## config.mk

```make
export PLATFORM = sky130hd
export DESIGN_NAME = pe_req_arbiter
export DESIGN_NICKNAME = d
export VERILOG_FILES = /design/src/rtl/pe_req_arbiter.sv
export SDC_FILE = /design/constraint.sdc
export NUM_CORES = 1
export LEC_CHECK = 0
export CAP_MARGIN = 20
export CELL_PAD_IN_SITES_DETAIL_PLACEMENT = 0
export CELL_PAD_IN_SITES_GLOBAL_PLACEMENT = 1
export CORE_MARGIN = 1
export CORE_UTILIZATION = 40
export DETAILED_ROUTE_END_ITERATION = 12
export PLACE_DENSITY = 0.75
export SLEW_MARGIN = 5
export SYNTH_ARGS = -nofsm -noshare
export SYNTH_HDL_FRONTEND = slang
export SYNTH_SLANG_ARGS = --single-unit
```

## constraint.sdc

```tcl
create_clock -name clk -period 2.7 [get_ports clk]
set_input_delay 0.27 -clock clk [delete_from_list [all_inputs] [get_ports clk]]
set_output_delay 0.27 -clock clk [all_outputs]
set_load 0.02 [all_outputs]
```

## src/rtl/pe_req_arbiter.sv

```systemverilog
// pe_req_arbiter: grant/hold/release arbiter sharing one resource among N requesters.
// Optional macro ROUND_ROBIN_EN: rotating priority (default is fixed, highest index wins).
module pe_req_arbiter #(
    parameter int N        = 3,
    parameter int IDW      = 2,
    parameter int MAX_HOLD = 8
) (
    input  logic           clk,
    input  logic           rst_n,
    input  logic [N-1:0]   req,
    output logic [N-1:0]   gnt,
    output logic [IDW-1:0] gnt_id,
    output logic           gnt_vld,
    output logic           timeout
);

    localparam int CW = $clog2(MAX_HOLD + 1);

    typedef enum logic [1:0] {
        IDLE  = 2'd0,
        GRANT = 2'd1,
        GAP   = 2'd2
    } state_t;

    state_t         state_q;
    state_t         state_d;
    logic [N-1:0]   gnt_q;
    logic [N-1:0]   gnt_d;
    logic [IDW-1:0] gnt_id_q;
    logic [IDW-1:0] gnt_id_d;
    logic           gnt_vld_q;
    logic           gnt_vld_d;
    logic           timeout_q;
    logic           timeout_d;
    logic [CW-1:0]  hold_cnt_q;
    logic [CW-1:0]  hold_cnt_d;
    logic [N-1:0]   mask_q;
    logic [N-1:0]   mask_d;

    logic [N-1:0]   eligible;
    logic [N-1:0]   mask_set;
    logic [IDW-1:0] winner;
    logic [N-1:0]   winner_oh;
    logic           owner_req;

    assign eligible  = req & ~mask_q;
    assign winner_oh = N'(1) << winner;
    // gnt_q is one-hot, so this is req[gnt_id] without a variable index
    assign owner_req = |(req & gnt_q);

`ifdef ROUND_ROBIN_EN
    logic [IDW-1:0] ptr_q;
    logic [IDW-1:0] ptr_d;
    logic [2*N-1:0] rot_dbl;
    logic [N-1:0]   rot;
    logic [IDW:0]   cand;

    // rotate eligible so bit k corresponds to requester (ptr + k) mod N
    assign rot_dbl = {eligible, eligible} >> ptr_q;
    assign rot     = rot_dbl[N-1:0];

    // first eligible requester at or above the pointer, wrapping
    always_comb begin
        winner = '0;
        cand   = '0;
        for (int k = N - 1; k >= 0; k--) begin
            if (rot[k]) begin
                cand = {1'b0, ptr_q} + (IDW+1)'(k);
                if (cand >= (IDW+1)'(N)) begin
                    cand = cand - (IDW+1)'(N);
                end
                winner = cand[IDW-1:0];
            end
        end
    end
`else
    // fixed priority: highest eligible index wins
    always_comb begin
        winner = '0;
        for (int i = 0; i < N; i++) begin
            if (eligible[i]) begin
                winner = IDW'(i);
            end
        end
    end
`endif

    // next-state and registered-output computation for the grant FSM
    always_comb begin
        state_d    = state_q;
        gnt_d      = gnt_q;
        gnt_id_d   = gnt_id_q;
        gnt_vld_d  = gnt_vld_q;
        timeout_d  = 1'b0;
        hold_cnt_d = hold_cnt_q;
        mask_set   = '0;
`ifdef ROUND_ROBIN_EN
        ptr_d      = ptr_q;
`endif
        unique case (state_q)
            IDLE: begin
                if (|eligible) begin
                    state_d    = GRANT;
                    gnt_d      = winner_oh;
                    gnt_id_d   = winner;
                    gnt_vld_d  = 1'b1;
                    hold_cnt_d = CW'(1);
`ifdef ROUND_ROBIN_EN
                    if (winner == IDW'(N - 1)) begin
                        ptr_d = '0;
                    end else begin
                        ptr_d = winner + 1'b1;
                    end
`endif
                end
            end
            GRANT: begin
                if (!owner_req) begin
                    // voluntary release takes precedence over expiry
                    state_d    = GAP;
                    gnt_d      = '0;
                    gnt_id_d   = '0;
                    gnt_vld_d  = 1'b0;
                    hold_cnt_d = '0;
                end else if (hold_cnt_q == CW'(MAX_HOLD)) begin
                    state_d    = GAP;
                    gnt_d      = '0;
                    gnt_id_d   = '0;
                    gnt_vld_d  = 1'b0;
                    hold_cnt_d = '0;
                    timeout_d  = 1'b1;
                    mask_set   = gnt_q;
                end else if (hold_cnt_q != '1) begin
                    hold_cnt_d = hold_cnt_q + 1'b1;
                end
            end
            GAP: begin
                state_d = IDLE;
            end
            default: begin
                state_d   = IDLE;
                gnt_d     = '0;
                gnt_id_d  = '0;
                gnt_vld_d = 1'b0;
            end
        endcase
        // a masked requester is re-enabled once it drops its request
        mask_d = (mask_q & req) | mask_set;
    end

    // state and output registers with synchronous active-low reset
    always_ff @(posedge clk) begin
        if (!rst_n) begin
            state_q    <= IDLE;
            gnt_q      <= '0;
            gnt_id_q   <= '0;
            gnt_vld_q  <= 1'b0;
            timeout_q  <= 1'b0;
            hold_cnt_q <= '0;
            mask_q     <= '0;
        end else begin
            state_q    <= state_d;
            gnt_q      <= gnt_d;
            gnt_id_q   <= gnt_id_d;
            gnt_vld_q  <= gnt_vld_d;
            timeout_q  <= timeout_d;
            hold_cnt_q <= hold_cnt_d;
            mask_q     <= mask_d;
        end
    end

`ifdef ROUND_ROBIN_EN
    // rotating-priority pointer register
    always_ff @(posedge clk) begin
        if (!rst_n) begin
            ptr_q <= '0;
        end else begin
            ptr_q <= ptr_d;
        end
    end
`endif

    assign gnt     = gnt_q;
    assign gnt_id  = gnt_id_q;
    assign gnt_vld = gnt_vld_q;
    assign timeout = timeout_q;

endmodule

```

==> metrics.csv, run 1 <==
stage,metric,value,unit
power_and_ir_drop,max-vdd-ir-drop,0.3234,mV
synth,synth_compound_area_frac,0.2027,
layout,nNetsFinal,102,
floorplan,core,1727,µm²
floorplan,die_x,44.85,µm
clock_tree,cts_tree,yes,
critical_path,reg2reg_to,gnt[0]$_SDFFE_PN0P_,
synth,synth_area_leader_cell,dfxtp_1,
clock_tree,post-cts-setup-buffers,0,
synth,synth_area_leaders,"dfxtp_1, nor3_1, a32o_1",
clock_tree,cts_made_buffers,3,
synth,yosys_warnings,0,
critical_path,cp-start-kind,primary input,
synth,synthSimpleGateAreaFrac,0.2811,
detailed_routing,vias,637,
synth,synth_top_family_by_area,simple AND/OR/NAND/NOR gates,
detailed_routing,drt-met1-wl,774,µm
hold_path,whs_path_depth,2,
synth,synth_edf_count,0,
synth,syn_nets,86,
synth,async_flop_share,0,
critical_path,timing.rr.start,hold_cnt_q[0]$_SDFFE_PN0P_,
grt,antenna_found_initial,0,
detailed_routing,dr_wl_met3,89,µm
synth,synth_mux_area_frac,0.01533,
synth,synth_top_area_share,0.4361,
detailed_routing,drc_errors,0,
critical_path,critPathRequiredTime,2880,ps
hold_path,holdPathEnd,gnt_id[0]$_SDFFE_PN0P_,
layout,synthToLayoutAreaGrowth,23.34,%
synth,yosysUniqueCellTypes,33,
synth,syn_inst,79,
clock_tree,cts_buffer_depth,2,
run,drv_cap,0,
critical_path,crit_path_max_fanout,7,
detailed_routing,wl_met2,665,µm
clock_tree,clock_sinks,16,
floorplan,rows,15,
clock_tree,htreeDepth,1,
clock_tree,cts_resized,0,
placed_design,portBuffers,11,
power_and_ir_drop,power_density,530.3,nW/µm²
sta,finalCriticalPeriod,1877,ps
critical_path,crit_type,primary input to register,
critical_path,worstSetupEndpointType,register,
critical_path,worst_path_largest_cell_delay,440,ps
layout,diodes,0,
sta,hold_viol_final,0,
grt,globalRouteOverflowTotal,0,
floorplan,design.die.area,2012,µm²
layout,n_fill_cell,173,
clock_tree,worstSkewPairLatency,280,ps
sta,finalSetupViolations,0,
sta,slew_headroom,0.6600,
critical_path,ff2ff_path_depth,6,
sta,min_period_over_period,0.6952,
floorplan,start_util,0.4254,
critical_path,cp_cell_sequence,clkdlybuf4s50_1 > a222oi_1 > buf_4 > nor3_2 > nor3_1 > mux2_2,
detailed_routing,ant_nets,0,
sta,rsz0062_at_grt,false,
synth,synthAdderAreaFrac,0.03407,
synth,ys_top_cells_by_count,"dfxtp_1, nor3_1, nand2_1",
synth,ys_seq_area_frac,0.4361,
placed_design,dp_hpwl,1.112,mm
sta,fmaxAchievable,0.5328,GHz
floorplan,num_io_pins,12,
status,outcome,"finished, final reports clean",
power_and_ir_drop,total_power,0.4804,mW
critical_path,cpMaxStageDelayCell,clkdlybuf4s50_1,
grt,grt_first_pass_wirelength,2.546,mm
clock_tree,cts_root_buffer,clkbuf_4,
power_and_ir_drop,leakage,0.3227,nW
floorplan,die_h,44.85,µm
detailed_routing,drtIter0Drc,11,
grt,grt_use_total,0.1742,
detailed_routing,drt-pass1-iter-count,4,
critical_path,r2r_slack,860,ps
synth,yosys_most_used_dff,dfxtp_1,
detailed_routing,drt-vias-per-instance,5.398,
synth,synth_most_common_cell,dfxtp_1,
grt,grt_pass1_vias,546,
synth,syn-cell-area,734.5,µm²
hold_path,holdCritPathClass,register to register,
placed_design,gp_congestion,0.7397,
grt,grt_max_degree,14,
clock_tree,ctsHoldBuffers,0,
detailed_routing,highest_layer,met3,
sta,finClkSkew,1.333,ps
detailed_routing,wirelength,1.528,mm
sta,worst_pin_slew,506.1,ps
layout,drive_gt1_frac,0.09677,
synth,ys_ff_latch,16,
synth,synth-xor-area-share,0,
detailed_routing,wire_per_inst,12.95,µm
sta,fin_tns_setup,0,ps
synth,synth.avg_cell_area,9.297,µm²
critical_path,cp_data_arrival_time,2050,ps
hold_path,hold_start,gnt_id[0]$_SDFFE_PN0P_,
sta,slew_viol_final,0,
clock_tree,path_clk_slew,80,ps
==> layout make-up <==
class | count | area (µm²) | area share
clock buffers | 3 | 22.52 | 0.02486
repair buffers | 13 | 125.1 | 0.1381
flip-flops and latches | 16 | 320.3 | 0.3536
well taps | 25 | 31.28 | 0.03453
multi-input cells | 57 | 391.6 | 0.4323
inverters | 4 | 15.01 | 0.01657
==> state kept, by name, summed over array words and instances, names as in the netlist <==
| name | flops |
|---|---|
| gnt_vld | 1 |
| hold_cnt_q | 4 |
| timeout | 1 |
| state_q | 2 |
| mask_q | 3 |
| gnt_id | 2 |
| gnt | 3 |
==> cell usage in the layout (no fill, tap or decap) <==
master / instances
o21a_1: 1
clkbuf_4: 3
o41a_1: 1
mux2_2: 1
and3b_1: 1
nor4_1: 1
or2_2: 1
a222oi_1: 1
a21oi_1: 4
inv_1: 4
ha_1: 2
o31ai_1: 1
nor3_1: 7
and3_1: 1
o21ai_0: 4
nand2b_1: 2
nor2_1: 4
nor3_2: 1
dfxtp_1: 16
o31a_1: 1
buf_4: 2
nand4b_1: 1
clkdlybuf4s50_1: 11
nand3_1: 2
nor3b_1: 1
a31o_1: 2
a2111oi_0: 1
and2_1: 1
or3_1: 1
nand2_1: 5
nor4_4: 1
nor2b_1: 3
a32o_1: 3
nor4b_1: 1
o21bai_1: 1
==> worst max-delay path, delay by kind of cell <==
| family | cells | cell delay (ps) |
|---|---|---|
| AO/OA/AOI/OAI | 1 | 390 |
| buffers and inverters | 2 | 640 |
| multiplexers | 1 | 370 |
| AND/OR/NAND/NOR | 2 | 380 |
==> per-stage QoR <==
stage	setup WS, ps	std cells	instance area [µm²]	hold slack [ps]	utilization
after floorplan	813.0	79	734.5	424.3	-
after global placement	567.9	115	883.3	458.3	0.5116
after detailed placement	525.0	115	883.3	457.7	0.5116
after CTS	826.4	118	905.9	469.8	0.5246
after global routing	630.7	118	905.9	507.0	0.5246
final	823.1	118	905.9	465.7	0.5246
==> logic make-up (layout without fill, tap and decap cells) <==
kind of cell / count (synthesis) / count (layout)
and+or+nand+nor: 34 / 34
AOI/OAI and AO/OA: 20 / 20
DFF: 16 / 16
buffers and inverters: 6 / 20
adders and majority gates: 2 / 2
muxes: 1 / 1
==> where the power goes <==
| group | leakage, nW | total [mW] | switching (mW) | internal [mW] |
|---|---|---|---|---|
| Combinational | 0.178 | 0.0974 | 0.0517 | 0.0457 |
| Sequential | 0.131 | 0.263 | 0.0137 | 0.249 |
| Clock | 0.0138 | 0.120 | 0.0683 | 0.0518 |
| Total | 0.323 | 0.480 | 0.134 | 0.347 |
==> how the worst max path moves through the flow <==
stage	slack, ps	to	startpoint	cells after the start
final	820	gnt[0]$_SDFFE_PN0P_	req[0]	6
after detailed placement	520	gnt[0]$_SDFFE_PN0P_	req[0]	6
after floorplan	810	gnt[0]$_SDFFE_PN0P_	gnt[0]$_SDFFE_PN0P_	4
after global routing	630	hold_cnt_q[2]$_SDFFE_PN0P_	req[0]	6
after global placement	570	gnt[0]$_SDFFE_PN0P_	req[0]	6
after CTS	830	gnt[0]$_SDFFE_PN0P_	req[0]	6
==> layer usage <==
layer	track usage	vias up
met5	0	-
met4	0.03636	0
met3	0.06000	0
met2	0.2500	15
met1	0.2525	298
li1	-	324
Power figures use the tool's default switching activity.
==> run 2: changes to the inputs <==
--- a/config.mk
+++ b/config.mk
@@ -9,9 +9,9 @@
 export CELL_PAD_IN_SITES_DETAIL_PLACEMENT = 0
 export CELL_PAD_IN_SITES_GLOBAL_PLACEMENT = 1
 export CORE_MARGIN = 1
-export CORE_UTILIZATION = 40
+export CORE_UTILIZATION = 38
 export DETAILED_ROUTE_END_ITERATION = 12
-export PLACE_DENSITY = 0.75
+export PLACE_DENSITY = 0.71
 export SLEW_MARGIN = 5
 export SYNTH_ARGS = -nofsm -noshare
 export SYNTH_HDL_FRONTEND = slang
==> constraint.sdc (replaced) <==
create_clock -name clk -period 2 [get_ports clk]
set_input_delay 0.2 -clock clk [delete_from_list [all_inputs] [get_ports clk]]
set_output_delay 0.2 -clock clk [all_outputs]
set_load 0.02 [all_outputs]
==> metrics.csv, run 2 (synthesized netlist as in run 1, its figures left out) <==
stage,metric,value,unit
status,outcome,"finished, final reports clean",
detailed_routing,ant_nets,0,
sta,fmaxAchievable,0.5635,GHz
detailed_routing,wire_per_inst,12.71,µm
clock_tree,ctsHoldBuffers,0,
layout,synthToLayoutAreaGrowth,28.45,%
critical_path,cpMaxStageDelayCell,clkdlybuf4s50_1,
critical_path,worstSetupEndpointType,register,
placed_design,dp_hpwl,1.162,mm
layout,diodes,0,
floorplan,num_io_pins,12,
layout,layout_common_cells,"dfxtp_1, clkdlybuf4s50_1, nor3_1, buf_4, nand2_1",
layout,multi_input_area,391.6,µm²
clock_tree,worstSkewPairLatency,280,ps
placed_design,dpl-instance-area,920.9,µm²
critical_path,critPathTopFamily,buffers and inverters,
detailed_routing,drtIter0Drc,17,
detailed_routing,vias,678,
layout,layout_commonest_cell,dfxtp_1,
sta,min_period_over_period,0.8874,
floorplan,rows,15,
layout,drive_gt1_frac,0.1429,
floorplan,core,1764,µm²
sta,fin_tns_setup,0,ps
grt,grt_use_total,0.1835,
placed_design,post-place-ws,-74.62,ps
sta,finalCriticalPeriod,1775,ps
clock_tree,post-cts-setup-buffers,0,
sta,slew_viol_final,0,
detailed_routing,drt-pass1-iter-count,4,
grt,globalRouteOverflowTotal,0,
critical_path,cp-start-kind,primary input,
floorplan,design.die.area,2113,µm²
clock_tree,cts_root_buffer,clkbuf_4,
clock_tree,clock_sinks,16,
layout,n_fill_cell,188,
power_and_ir_drop,total_power,0.6631,mW
critical_path,cp_num_buf_inv,3,
floorplan,die_h,45.97,µm
layout,final_area,943.4,µm²
grt,grt_first_pass_wirelength,2.704,mm
clock_tree,htreeDepth,1,
layout,regArea,320.3,µm²
critical_path,cp_data_arrival_time,1930,ps
placed_design,portBuffers,11,
floorplan,start_util,0.4163,
critical_path,cp_cell_sequence,clkdlybuf4s50_1 > a222oi_1 > buf_4 > nor3_2 > buf_4 > a2111oi_0 > nor3_1,
grt,antenna_found_initial,0,
clock_tree,cts_tree,yes,
critical_path,crit_type,primary input to register,
sta,slew_headroom,0.6847,
layout,nNetsFinal,107,
sta,hold_viol_final,0,
critical_path,crit_top_cell,buf_4,
clock_tree,cts_buffer_depth,2,
sta,rsz0062_at_grt,false,
clock_tree,cts_resized,0,
critical_path,worst_path_largest_cell_delay,440,ps
clock_tree,cts_made_buffers,3,
power_and_ir_drop,power_density,702.9,nW/µm²
sta,finClkSkew,3.198,ps
layout,largest_reg_flops,4,
placed_design,gp_congestion,0.8061,
sta,holdWs,463.7,ps
hold_path,holdCritPathClass,register to register,
critical_path,critPathRequiredTime,2160,ps
detailed_routing,drt-vias-per-instance,5.512,
detailed_routing,wirelength,1.563,mm
detailed_routing,drc_errors,0,
grt,grt_pass1_vias,576,
run,drv_cap,0,
sta,finalSetupViolations,0,
power_and_ir_drop,max-vdd-ir-drop,0.3043,mV
power_and_ir_drop,leakage,0.3475,nW
floorplan,die_x,45.97,µm
clock_tree,path_clk_slew,90,ps
critical_path,crit_path_max_fanout,5,
sta,worst_pin_slew,469.3,ps
grt,grt_max_degree,13,
layout,regMostFlops,hold_cnt_q,
sta,finalWorstSetupSlack,225.3,ps
run 2: cell types whose count changed in the layout (fill, tap and decap cells not counted), sizes merged:
| cell | change |
|---|---|
| buf | +5 |
run 2: layer usage:
layer  vias to the layer above  global-route usage  routed length (µm)
li1                        336                   -                   -
met1                       314              0.2729                 734
met2                        24              0.2394                 689
met3                         4             0.04762                 110
met4                         0             0.08824                  29
met5                         -                   0                   0
run 2: final timing paths:
kind / slack (ps) / endpoint / depth (start not counted) / startpoint
worst min-delay path: 460 / gnt_id[0]$_SDFFE_PN0P_ / 2 / gnt_id[0]$_SDFFE_PN0P_
worst max register to register: 270 / hold_cnt_q[2]$_SDFFE_PN0P_ / 6 / gnt[1]$_SDFFE_PN0P_
worst max-delay path: 230 / hold_cnt_q[2]$_SDFFE_PN0P_ / 7 / req[0]
worst min register to register: 460 / gnt_id[0]$_SDFFE_PN0P_ / 2 / gnt_id[0]$_SDFFE_PN0P_
run 2: area by class of cell:
| class | instances | share of cell area |
|---|---|---|
| sequential | 16 | 0.3395 |
| multi-input combinational | 57 | 0.4151 |
| tap | 25 | 0.03316 |
| inverter | 4 | 0.01592 |
| clock buffer | 3 | 0.02387 |
| timing repair buffer | 18 | 0.1724 |
run 2: report_power, final:
part           internal (mW)  total (mW)  switching (mW)  leakage (nW)
sequential             0.336       0.355          0.0185         0.131
combinational         0.0698       0.142          0.0719         0.203
clock                 0.0698       0.166          0.0966        0.0138
run 2: stage by stage:
step | utilization | instances
floorplan | - | 79
global placement | 0.5220 | 120
detailed placement | 0.5220 | 120
CTS | 0.5348 | 123
global route | 0.5348 | 123
finish | 0.5348 | 123
run 2: tightest hold or removal path: stages (launching register included):
cell and delay (ps):
dfxtp_1 320, nand2_1 50, o21ai_0 60
